### src/rtl/bringup_pkg.sv
// bringup_pkg: shared types and constants for the camera-to-monitor power-up
// sequencer.
//   state_e      - sequencer state encoding
//   RETRY_W      - width of the timeout retry counter
//   DEF_*        - default cycle counts and widths for bringup_seq
//   ctl_out_t    - level outputs decoded from a state
//   decode_state - Moore decode of the level outputs for a given state
package bringup_pkg;

  typedef enum logic [2:0] {
    ST_RESET_HOLD = 3'd0,
    ST_SDRAM_WAIT = 3'd1,
    ST_CAM_PWR    = 3'd2,
    ST_CAM_CFG    = 3'd3,
    ST_SETTLE     = 3'd4,
    ST_RUN        = 3'd5,
    ST_FAULT      = 3'd6
  } state_e;

  localparam int RETRY_W = 2;

  localparam int DEF_SETTLE_CYC   = 100;
  localparam int DEF_CAM_PWDN_CYC = 1000;
  localparam int DEF_TIMEOUT_CYC  = 2000000;
  localparam int DEF_MAX_RETRY    = 3;
  localparam int DEF_CNT_W        = 24;

  typedef struct packed {
    logic sdram_rst;
    logic cam_pwdn;
    logic video_en;
    logic seq_busy;
    logic seq_fault;
  } ctl_out_t;

  // Level outputs as a pure function of the state; unknown codes fall back
  // to the reset values.
  function automatic ctl_out_t decode_state(input state_e st);
    ctl_out_t o;
    case (st)
      ST_RESET_HOLD: o = '{sdram_rst: 1'b1, cam_pwdn: 1'b1, video_en: 1'b0, seq_busy: 1'b1, seq_fault: 1'b0};
      ST_SDRAM_WAIT: o = '{sdram_rst: 1'b0, cam_pwdn: 1'b1, video_en: 1'b0, seq_busy: 1'b1, seq_fault: 1'b0};
      ST_CAM_PWR,
      ST_CAM_CFG,
      ST_SETTLE:     o = '{sdram_rst: 1'b0, cam_pwdn: 1'b0, video_en: 1'b0, seq_busy: 1'b1, seq_fault: 1'b0};
      ST_RUN:        o = '{sdram_rst: 1'b0, cam_pwdn: 1'b0, video_en: 1'b1, seq_busy: 1'b0, seq_fault: 1'b0};
      ST_FAULT:      o = '{sdram_rst: 1'b1, cam_pwdn: 1'b1, video_en: 1'b0, seq_busy: 1'b0, seq_fault: 1'b1};
      default:       o = '{sdram_rst: 1'b1, cam_pwdn: 1'b1, video_en: 1'b0, seq_busy: 1'b1, seq_fault: 1'b0};
    endcase
    return o;
  endfunction

endpackage

### src/rtl/bringup_seq_if.sv
// bringup_seq_if: handshake bundle between the power-up sequencer and the
// blocks it controls.
//   master modport - the sequencer: samples restart / done levels, drives
//                    resets, enables and status
//   slave modport  - the surrounding pipeline (SDRAM ctrl, SCCB, VGA)
interface bringup_seq_if;
  import bringup_pkg::*;

  logic               restart;
  logic               sdram_init_done;
  logic               cam_cfg_done;
  logic               sdram_rst;
  logic               cam_pwdn;
  logic               cam_cfg_start;
  logic               video_en;
  logic               seq_busy;
  logic               seq_fault;
  logic [RETRY_W-1:0] retry_cnt;

  modport master (
    input  restart, sdram_init_done, cam_cfg_done,
    output sdram_rst, cam_pwdn, cam_cfg_start, video_en,
           seq_busy, seq_fault, retry_cnt
  );

  modport slave (
    output restart, sdram_init_done, cam_cfg_done,
    input  sdram_rst, cam_pwdn, cam_cfg_start, video_en,
           seq_busy, seq_fault, retry_cnt
  );
endinterface

### src/rtl/seq_timer.sv
// seq_timer: loadable down-counter with a zero flag, shared by all sequencer
// states.
//   clk_100  - clock
//   rst_100  - synchronous active-high reset, counter takes RST_VAL
//   load     - load load_val this cycle (wins over decrement)
//   load_val - value to load
//   zero     - counter currently at zero
// The counter sticks at zero instead of wrapping.
module seq_timer #(
  parameter int               CNT_W   = 24,
  parameter logic [CNT_W-1:0] RST_VAL = '0
) (
  input  logic             clk_100,
  input  logic             rst_100,
  input  logic             load,
  input  logic [CNT_W-1:0] load_val,
  output logic             zero
);

  logic [CNT_W-1:0] cnt_r;

  // Counter register: reset, load, or saturating decrement.
  always_ff @(posedge clk_100) begin
    if (rst_100) begin
      cnt_r <= RST_VAL;
    end else if (load) begin
      cnt_r <= load_val;
    end else if (cnt_r != '0) begin
      cnt_r <= cnt_r - {{(CNT_W-1){1'b0}}, 1'b1};
    end else begin
      cnt_r <= cnt_r;
    end
  end

  assign zero = (cnt_r == '0);

endmodule

### src/rtl/bringup_seq.sv
// bringup_seq: power-up sequencer for the camera-to-monitor pipeline.
//   clk_100 - sole clock
//   rst_100 - synchronous active-high reset
//   bus     - bringup_seq_if.master: restart / sdram_init_done / cam_cfg_done
//             in; sdram_rst, cam_pwdn, cam_cfg_start, video_en, seq_busy,
//             seq_fault, retry_cnt out
// Sequence: RESET_HOLD -> SDRAM_WAIT -> CAM_PWR -> CAM_CFG -> SETTLE -> RUN.
// Compile-time option BRINGUP_TIMEOUT_EN enables the watchdog in SDRAM_WAIT
// and CAM_CFG, retry counting and the FAULT state; without it both wait
// states wait indefinitely and seq_fault / retry_cnt stay 0.
// All outputs are registered and decoded from the next state.
module bringup_seq
  import bringup_pkg::*;
#(
  parameter int SETTLE_CYC   = DEF_SETTLE_CYC,
  parameter int CAM_PWDN_CYC = DEF_CAM_PWDN_CYC,
  parameter int TIMEOUT_CYC  = DEF_TIMEOUT_CYC,
  parameter int MAX_RETRY    = DEF_MAX_RETRY,
  parameter int CNT_W        = DEF_CNT_W
) (
  input  logic          clk_100,
  input  logic          rst_100,
  bringup_seq_if.master bus
);

`ifdef BRINGUP_TIMEOUT_EN
  localparam bit TO_EN = 1'b1;
`else
  localparam bit TO_EN = 1'b0;
`endif

  // Load values are one less than the dwell time: zero is reached after
  // exactly N cycles in the state.
  localparam logic [CNT_W-1:0] LD_SETTLE  = CNT_W'(SETTLE_CYC - 1);
  localparam logic [CNT_W-1:0] LD_PWDN    = CNT_W'(CAM_PWDN_CYC - 1);
  localparam logic [CNT_W-1:0] LD_TIMEOUT = CNT_W'(TIMEOUT_CYC - 1);
  localparam logic [RETRY_W-1:0] RETRY_MAX = RETRY_W'(MAX_RETRY);

  state_e             state_r, state_nxt_s;
  ctl_out_t           ctl_r, ctl_nxt_s;
  logic               start_r, start_nxt_s;
  logic [RETRY_W-1:0] retry_r, retry_nxt_s, retry_inc_s;
  logic               timeout_s;
  logic               tmr_zero_s, tmr_load_s;
  logic [CNT_W-1:0]   tmr_val_s;

  seq_timer #(
    .CNT_W   (CNT_W),
    .RST_VAL (LD_SETTLE)
  ) u_timer (
    .clk_100  (clk_100),
    .rst_100  (rst_100),
    .load     (tmr_load_s),
    .load_val (tmr_val_s),
    .zero     (tmr_zero_s)
  );

  // State and output registers.
  always_ff @(posedge clk_100) begin
    if (rst_100) begin
      state_r <= ST_RESET_HOLD;
      ctl_r   <= decode_state(ST_RESET_HOLD);
      start_r <= 1'b0;
      retry_r <= '0;
    end else begin
      state_r <= state_nxt_s;
      ctl_r   <= ctl_nxt_s;
      start_r <= start_nxt_s;
      retry_r <= retry_nxt_s;
    end
  end

  // Next-state logic. Priority: restart, loss of SDRAM init, done level,
  // timer expiry.
  always_comb begin
    state_nxt_s = state_r;
    timeout_s   = 1'b0;
    retry_inc_s = retry_r + {{(RETRY_W-1){1'b0}}, 1'b1};
    if (bus.restart) begin
      state_nxt_s = ST_RESET_HOLD;
    end else begin
      case (state_r)
        ST_RESET_HOLD: begin
          if (tmr_zero_s) state_nxt_s = ST_SDRAM_WAIT;
          else            state_nxt_s = ST_RESET_HOLD;
        end
        ST_SDRAM_WAIT: begin
          if (bus.sdram_init_done)      state_nxt_s = ST_CAM_PWR;
          else if (TO_EN && tmr_zero_s) timeout_s   = 1'b1;
          else                          state_nxt_s = ST_SDRAM_WAIT;
        end
        ST_CAM_PWR: begin
          if (!bus.sdram_init_done) state_nxt_s = ST_RESET_HOLD;
          else if (tmr_zero_s)      state_nxt_s = ST_CAM_CFG;
          else                      state_nxt_s = ST_CAM_PWR;
        end
        ST_CAM_CFG: begin
          if (!bus.sdram_init_done)     state_nxt_s = ST_RESET_HOLD;
          else if (bus.cam_cfg_done)    state_nxt_s = ST_SETTLE;
          else if (TO_EN && tmr_zero_s) timeout_s   = 1'b1;
          else                          state_nxt_s = ST_CAM_CFG;
        end
        ST_SETTLE: begin
          if (!bus.sdram_init_done) state_nxt_s = ST_RESET_HOLD;
          else if (tmr_zero_s)      state_nxt_s = ST_RUN;
          else                      state_nxt_s = ST_SETTLE;
        end
        ST_RUN: begin
          if (!bus.sdram_init_done) state_nxt_s = ST_RESET_HOLD;
          else                      state_nxt_s = ST_RUN;
        end
        ST_FAULT: state_nxt_s = ST_FAULT;
        default:  state_nxt_s = ST_RESET_HOLD;
      endcase
      if (timeout_s) begin
        if (retry_inc_s == RETRY_MAX) state_nxt_s = ST_FAULT;
        else                          state_nxt_s = ST_RESET_HOLD;
      end else begin
        state_nxt_s = state_nxt_s;
      end
    end
    if (bus.restart)    retry_nxt_s = '0;
    else if (timeout_s) retry_nxt_s = retry_inc_s;
    else                retry_nxt_s = retry_r;
  end

  // Output decode from the next state, plus timer reload on every entry
  // (a restart re-enters RESET_HOLD even when already there).
  always_comb begin
    ctl_nxt_s   = decode_state(state_nxt_s);
    start_nxt_s = (state_nxt_s == ST_CAM_CFG) && (state_r != ST_CAM_CFG);
    tmr_load_s  = (state_nxt_s != state_r) || bus.restart;
    case (state_nxt_s)
      ST_RESET_HOLD, ST_SETTLE:  tmr_val_s = LD_SETTLE;
      ST_SDRAM_WAIT, ST_CAM_CFG: tmr_val_s = LD_TIMEOUT;
      ST_CAM_PWR:                tmr_val_s = LD_PWDN;
      default:                   tmr_val_s = '0;
    endcase
  end

  assign bus.sdram_rst     = ctl_r.sdram_rst;
  assign bus.cam_pwdn      = ctl_r.cam_pwdn;
  assign bus.video_en      = ctl_r.video_en;
  assign bus.seq_busy      = ctl_r.seq_busy;
  assign bus.seq_fault     = ctl_r.seq_fault;
  assign bus.cam_cfg_start = start_r;
  assign bus.retry_cnt     = retry_r;

endmodule

### src/flat_wrapper.sv
// flat-port wrapper written by rule: the top's interface ports become plain ports
module bringup_seq_flat import bringup_pkg::*;
#(
  parameter int SETTLE_CYC   = DEF_SETTLE_CYC,
  parameter int CAM_PWDN_CYC = DEF_CAM_PWDN_CYC,
  parameter int TIMEOUT_CYC  = DEF_TIMEOUT_CYC,
  parameter int MAX_RETRY    = DEF_MAX_RETRY,
  parameter int CNT_W        = DEF_CNT_W
)
  (clk_100, rst_100, bus_restart, bus_sdram_init_done, bus_cam_cfg_done, bus_sdram_rst, bus_cam_pwdn, bus_cam_cfg_start, bus_video_en, bus_seq_busy, bus_seq_fault, bus_retry_cnt);
  bringup_seq_if bus_i ();
  input  logic clk_100;
  input  logic rst_100;
  input wire logic [$bits(bus_i.restart)-1:0] bus_restart;
  input wire logic [$bits(bus_i.sdram_init_done)-1:0] bus_sdram_init_done;
  input wire logic [$bits(bus_i.cam_cfg_done)-1:0] bus_cam_cfg_done;
  output wire logic [$bits(bus_i.sdram_rst)-1:0] bus_sdram_rst;
  output wire logic [$bits(bus_i.cam_pwdn)-1:0] bus_cam_pwdn;
  output wire logic [$bits(bus_i.cam_cfg_start)-1:0] bus_cam_cfg_start;
  output wire logic [$bits(bus_i.video_en)-1:0] bus_video_en;
  output wire logic [$bits(bus_i.seq_busy)-1:0] bus_seq_busy;
  output wire logic [$bits(bus_i.seq_fault)-1:0] bus_seq_fault;
  output wire logic [$bits(bus_i.retry_cnt)-1:0] bus_retry_cnt;
  assign bus_i.restart = bus_restart;
  assign bus_i.sdram_init_done = bus_sdram_init_done;
  assign bus_i.cam_cfg_done = bus_cam_cfg_done;
  assign bus_sdram_rst = bus_i.sdram_rst;
  assign bus_cam_pwdn = bus_i.cam_pwdn;
  assign bus_cam_cfg_start = bus_i.cam_cfg_start;
  assign bus_video_en = bus_i.video_en;
  assign bus_seq_busy = bus_i.seq_busy;
  assign bus_seq_fault = bus_i.seq_fault;
  assign bus_retry_cnt = bus_i.retry_cnt;
  bringup_seq #(.SETTLE_CYC(SETTLE_CYC), .CAM_PWDN_CYC(CAM_PWDN_CYC), .TIMEOUT_CYC(TIMEOUT_CYC), .MAX_RETRY(MAX_RETRY), .CNT_W(CNT_W)) u_core (.clk_100(clk_100), .rst_100(rst_100), .bus(bus_i));
endmodule
### config.mk
export PLATFORM = sky130hd
export DESIGN_NAME = bringup_seq_flat
export DESIGN_NICKNAME = d
export VERILOG_FILES = /design/src/rtl/bringup_pkg.sv /design/src/rtl/bringup_seq_if.sv /design/src/rtl/seq_timer.sv /design/src/rtl/bringup_seq.sv /design/src/flat_wrapper.sv
export SDC_FILE = /design/constraint.sdc
export NUM_CORES = 1
export LEC_CHECK = 0
export ABC_AREA = 1
export CAP_MARGIN = 20
export CORE_UTILIZATION = 49
export DETAILED_ROUTE_END_ITERATION = 6
export PLACE_DENSITY = 0.72
export SLEW_MARGIN = 20
export SYNTH_ARGS = -nofsm -noshare
export SYNTH_HDL_FRONTEND = slang
export SYNTH_SLANG_ARGS = --single-unit
### constraint.sdc
create_clock -name clk_100 -period 1.7 [get_ports clk_100]
set_input_delay 0.255 -clock clk_100 [delete_from_list [all_inputs] [get_ports clk_100]]
set_output_delay 0.255 -clock clk_100 [all_outputs]
set_load 0.05 [all_outputs]
==> summary.txt <==
Floorplan
  – IO Count: 13
  – Die H: 66.7 microns
  – Starting Density: 51.3%
  – Die width: 66.7 microns
  – Row cnt: 23
  – Core ar.: 0.00400 sq mm
  – Total die area: 0.00445 sq mm

Yosys
  – Multiplexer area fraction after synthesis: 0%
  – Top cells by area, synth: dfxtp_1 (32%), nand2_1 (9.9%), nor2_1 (7.7%), nand3_1 (5.9%), xnor2_1 (5.1%)
  – Share of the synthesized area in the top cell type: 32.2%
  – Synth area leader: dfxtp_1
  – Number of different library cells in the post-synthesis netlist: 37
  – Synth Area per Inst: 7.41 sq um
  – Combinational family with the most area after synthesis: simple AND/OR/NAND/NOR gates
  – Most common cell in the netlist: nand2_1
  – Synth Register Bits: 33
  – Register area share after synthesis: 32.2%
  – Commonest cells post-synth: nand2_1 (54), nor2_1 (42), dfxtp_1 (33)
  – Primary FF master, synth: dfxtp_1
  – Ys async rst share: 0%
  – Synth Warn #: 0
  – Compound-Gate Fraction of Synth Area: 4.21%
  – Adder-cell share of the synthesized area: 0.610%
  – Post-synth EDFFs: 0
  – Cell Area, Synth: 0.00205 sq mm
  – Mapped Cells: 277
  – Synth Area in Simple Gates: 46.3%
  – XOR/XNOR Fraction of Synth Area: 8.96%

Clocking
  – CTS tree: yes
  – Hold Buf Count CTS: 0
  – Clock root buffer: clkbuf_8
  – CTS buffer count: 5
  – Max Root-Sink Buffers: 2
  – CTS sink cnt: 33
  – Skew-Pair Late Insertion Delay: 290 ps
  – Htree depth: 2
  – Clk slew on worst S/H paths: 70 ps

Final layout
  – Non-filler cells, final: 405
  – Layout cells sized above 1: 45.9%
  – Final Net Count: 360
  – Syn-to-layout area delta: 48.8%
  – Fin area: 0.00305 sq mm
  – Antenna Cells: 0

Global routing
  – Tot GR Track Use: 27.0%
  – Vias in the first global route: 1985
  – Largest net degree at the start of global routing: 18
  – GRT overflow: 0
  – Initial antenna violation count: 0
  – First-pass GRT wire length: 8850 microns

Drt
  – DRC: 0
  – Vias per cell: 5.18
  – 1st-iter DRT viols: 91
  – Avg WL per Cell: 14.7 microns
  – Routed WL: 5950 microns
  – DRT antenna net count: 0
  – Routed via count: 2097
  – DR pass1 iterations: 4

Setup path
  – Worst Path Required: 1880 ps
  – R2r setup slk: -90 ps
  – Worst-path fanout max: 7
  – Setup CP Type: reg -> reg
  – CP startpoint kind: register
  – Crit. End Element: register
  – Critical Path AT: 1970 ps

Run status
  – Failing checks: setup timing
  – Status: complete, but fails checks

Job
  – Max cap viols: 0

STA
  – Setup Skew: 11.2 ps
  – Slew Limit Fails: 0
  – Highest Clock Rate: 0.559 GHz
  – Part of the cycle the worst path needs: 105%
  – # setup viols final: 21
  – Fin. Hold Viols: 0
  – Tmin final: 1790 ps
  – Hold_ws: 550 ps
  – Unrepaired setup endpoints after global routing: yes
  – Final setup margin: -89.1 ps

Power and ir drop
  – PD cells: 528 mW/mm^2
  – IR drop worst, VDD: 0.492 mV
  – P_leak: 1.35 nW

Placement
  – Post-Place Cells: 391
  – RD Place Congestion: 0.808
  – Post-DP HPWL: 4070 microns
  – IO buf count: 10
  – Pre-CTS setup slack: -431 ps
  – Placed cell areas: 0.00265 sq mm

Hold path
  – Hold Crit Class: reg -> reg
-- stage by stage --
stage | util (%) | TNS (ps) | total power, mW
floorplan | - | -93.0 | 0.899
global placement | 66.2 | -6810 | 0.941
detailed placement | 66.2 | -9870 | 0.945
CTS | 71.4 | -242 | 1.60
global route | 76.4 | -3130 | 1.69
finish | 76.4 | -859 | 1.61
-- placed cells by master, fill, tap and decap left out, types with 5 or more instances in the layout --
master and instances:
nand3_2 11, nor2_2 9, buf_4 67, nand2_2 13, nor2_4 5, xnor2_1 12, xor2_1 9, nand2_1 46
inv_1 16, nand2_4 11, a21oi_2 6, nand4_1 7, clkbuf_8 7, dfxtp_1 29, nand3_1 13, nor2_1 36
-- layer usage --
layer / vias up / routed length, microns / global-route usage (%)
met3: 14 / 184 / 4.79
met2: 40 / 3310 / 50.8
li1: 1041 / - / -
met1: 1002 / 2320 / 29.4
met5: - / 0 / 0
met4: 0 / 137 / 10.6
-- layout make-up --
| type | instances | area (sq um) |
|---|---|---|
| clock buffer | 7 | 96.3 |
| clock inverter | 1 | 5.00 |
| fill | 274 | 946 |
| inverter | 22 | 87.6 |
| multi-input combinational | 214 | 1470 |
| sequential | 33 | 673 |
| tap | 50 | 62.6 |
| timing repair buffer | 78 | 659 |
-- sequential cells by signal (all words and copies together), names as in the netlist --
name,count
u_core.u_timer.cnt_r,24
u_core.state_r,3
u_core.bus.cam_cfg_start,1
u_core.bus.cam_pwdn,1
u_core.bus.sdram_rst,1
u_core.bus.seq_busy,1
u_core.bus.seq_fault,1
u_core.bus.video_en,1
-- worst max-delay path, stage by stage, from the launching register on --
cell and delay (ps):
dfxtp_2 330, inv_2 70, ha_4 140, nand2_4 60, nor2_4 140, nand2_4 80
nor2_8 100, nand2_4 60, nand2_4 80, nand3_4 160, buf_12 190, nand3_1 80
nand2_1 60, nand2_1 70, nor2_1 40
-- cell families (layout without fill, tap and decap cells) --
| logic type | Yosys count | count (layout) |
|---|---|---|
| adder cells (fa/ha/maj) | 1 | 1 |
| AO/OA/AOI/OAI | 14 | 14 |
| XOR/XNOR | 21 | 21 |
| AND/OR/NAND/NOR | 176 | 176 |
| other | 1 | 2 |
| buffers and inverters | 31 | 108 |
| flip-flops | 33 | 33 |
-- final timing paths --
kind,from,end,cells past startpoint
worst min-delay path,u_core.u_timer.cnt_r[22]$_SDFFE_PP0P_,u_core.u_timer.cnt_r[22]$_SDFFE_PP0P_,2
worst max register to register,u_core.u_timer.cnt_r[1]$_SDFFE_PP1P_,u_core.u_timer.cnt_r[15]$_SDFFE_PP0P_,14
worst min register to register,u_core.u_timer.cnt_r[22]$_SDFFE_PP0P_,u_core.u_timer.cnt_r[22]$_SDFFE_PP0P_,2
worst max-delay path,u_core.u_timer.cnt_r[1]$_SDFFE_PP1P_,u_core.u_timer.cnt_r[15]$_SDFFE_PP0P_,14
-- where the power goes --
| group | internal (mW) | switching [mW] | leakage [nW] |
|---|---|---|---|
| clock | 0.366 | 0.292 | 0.0542 |
| combinational | 0.0716 | 0.103 | 1.03 |
| sequential | 0.775 | 0.00467 | 0.269 |
| total | 1.21 | 0.399 | 1.35 |
-- what timing repair did --
action                                  4_1_cts  5_1_grt
resized for setup                            25       31
cloned                                        0        2
setup buffers                                 4        0
pin swaps                                     2       16
endpoints found under the setup margin       24       28
Power figures use the tool's default switching activity.
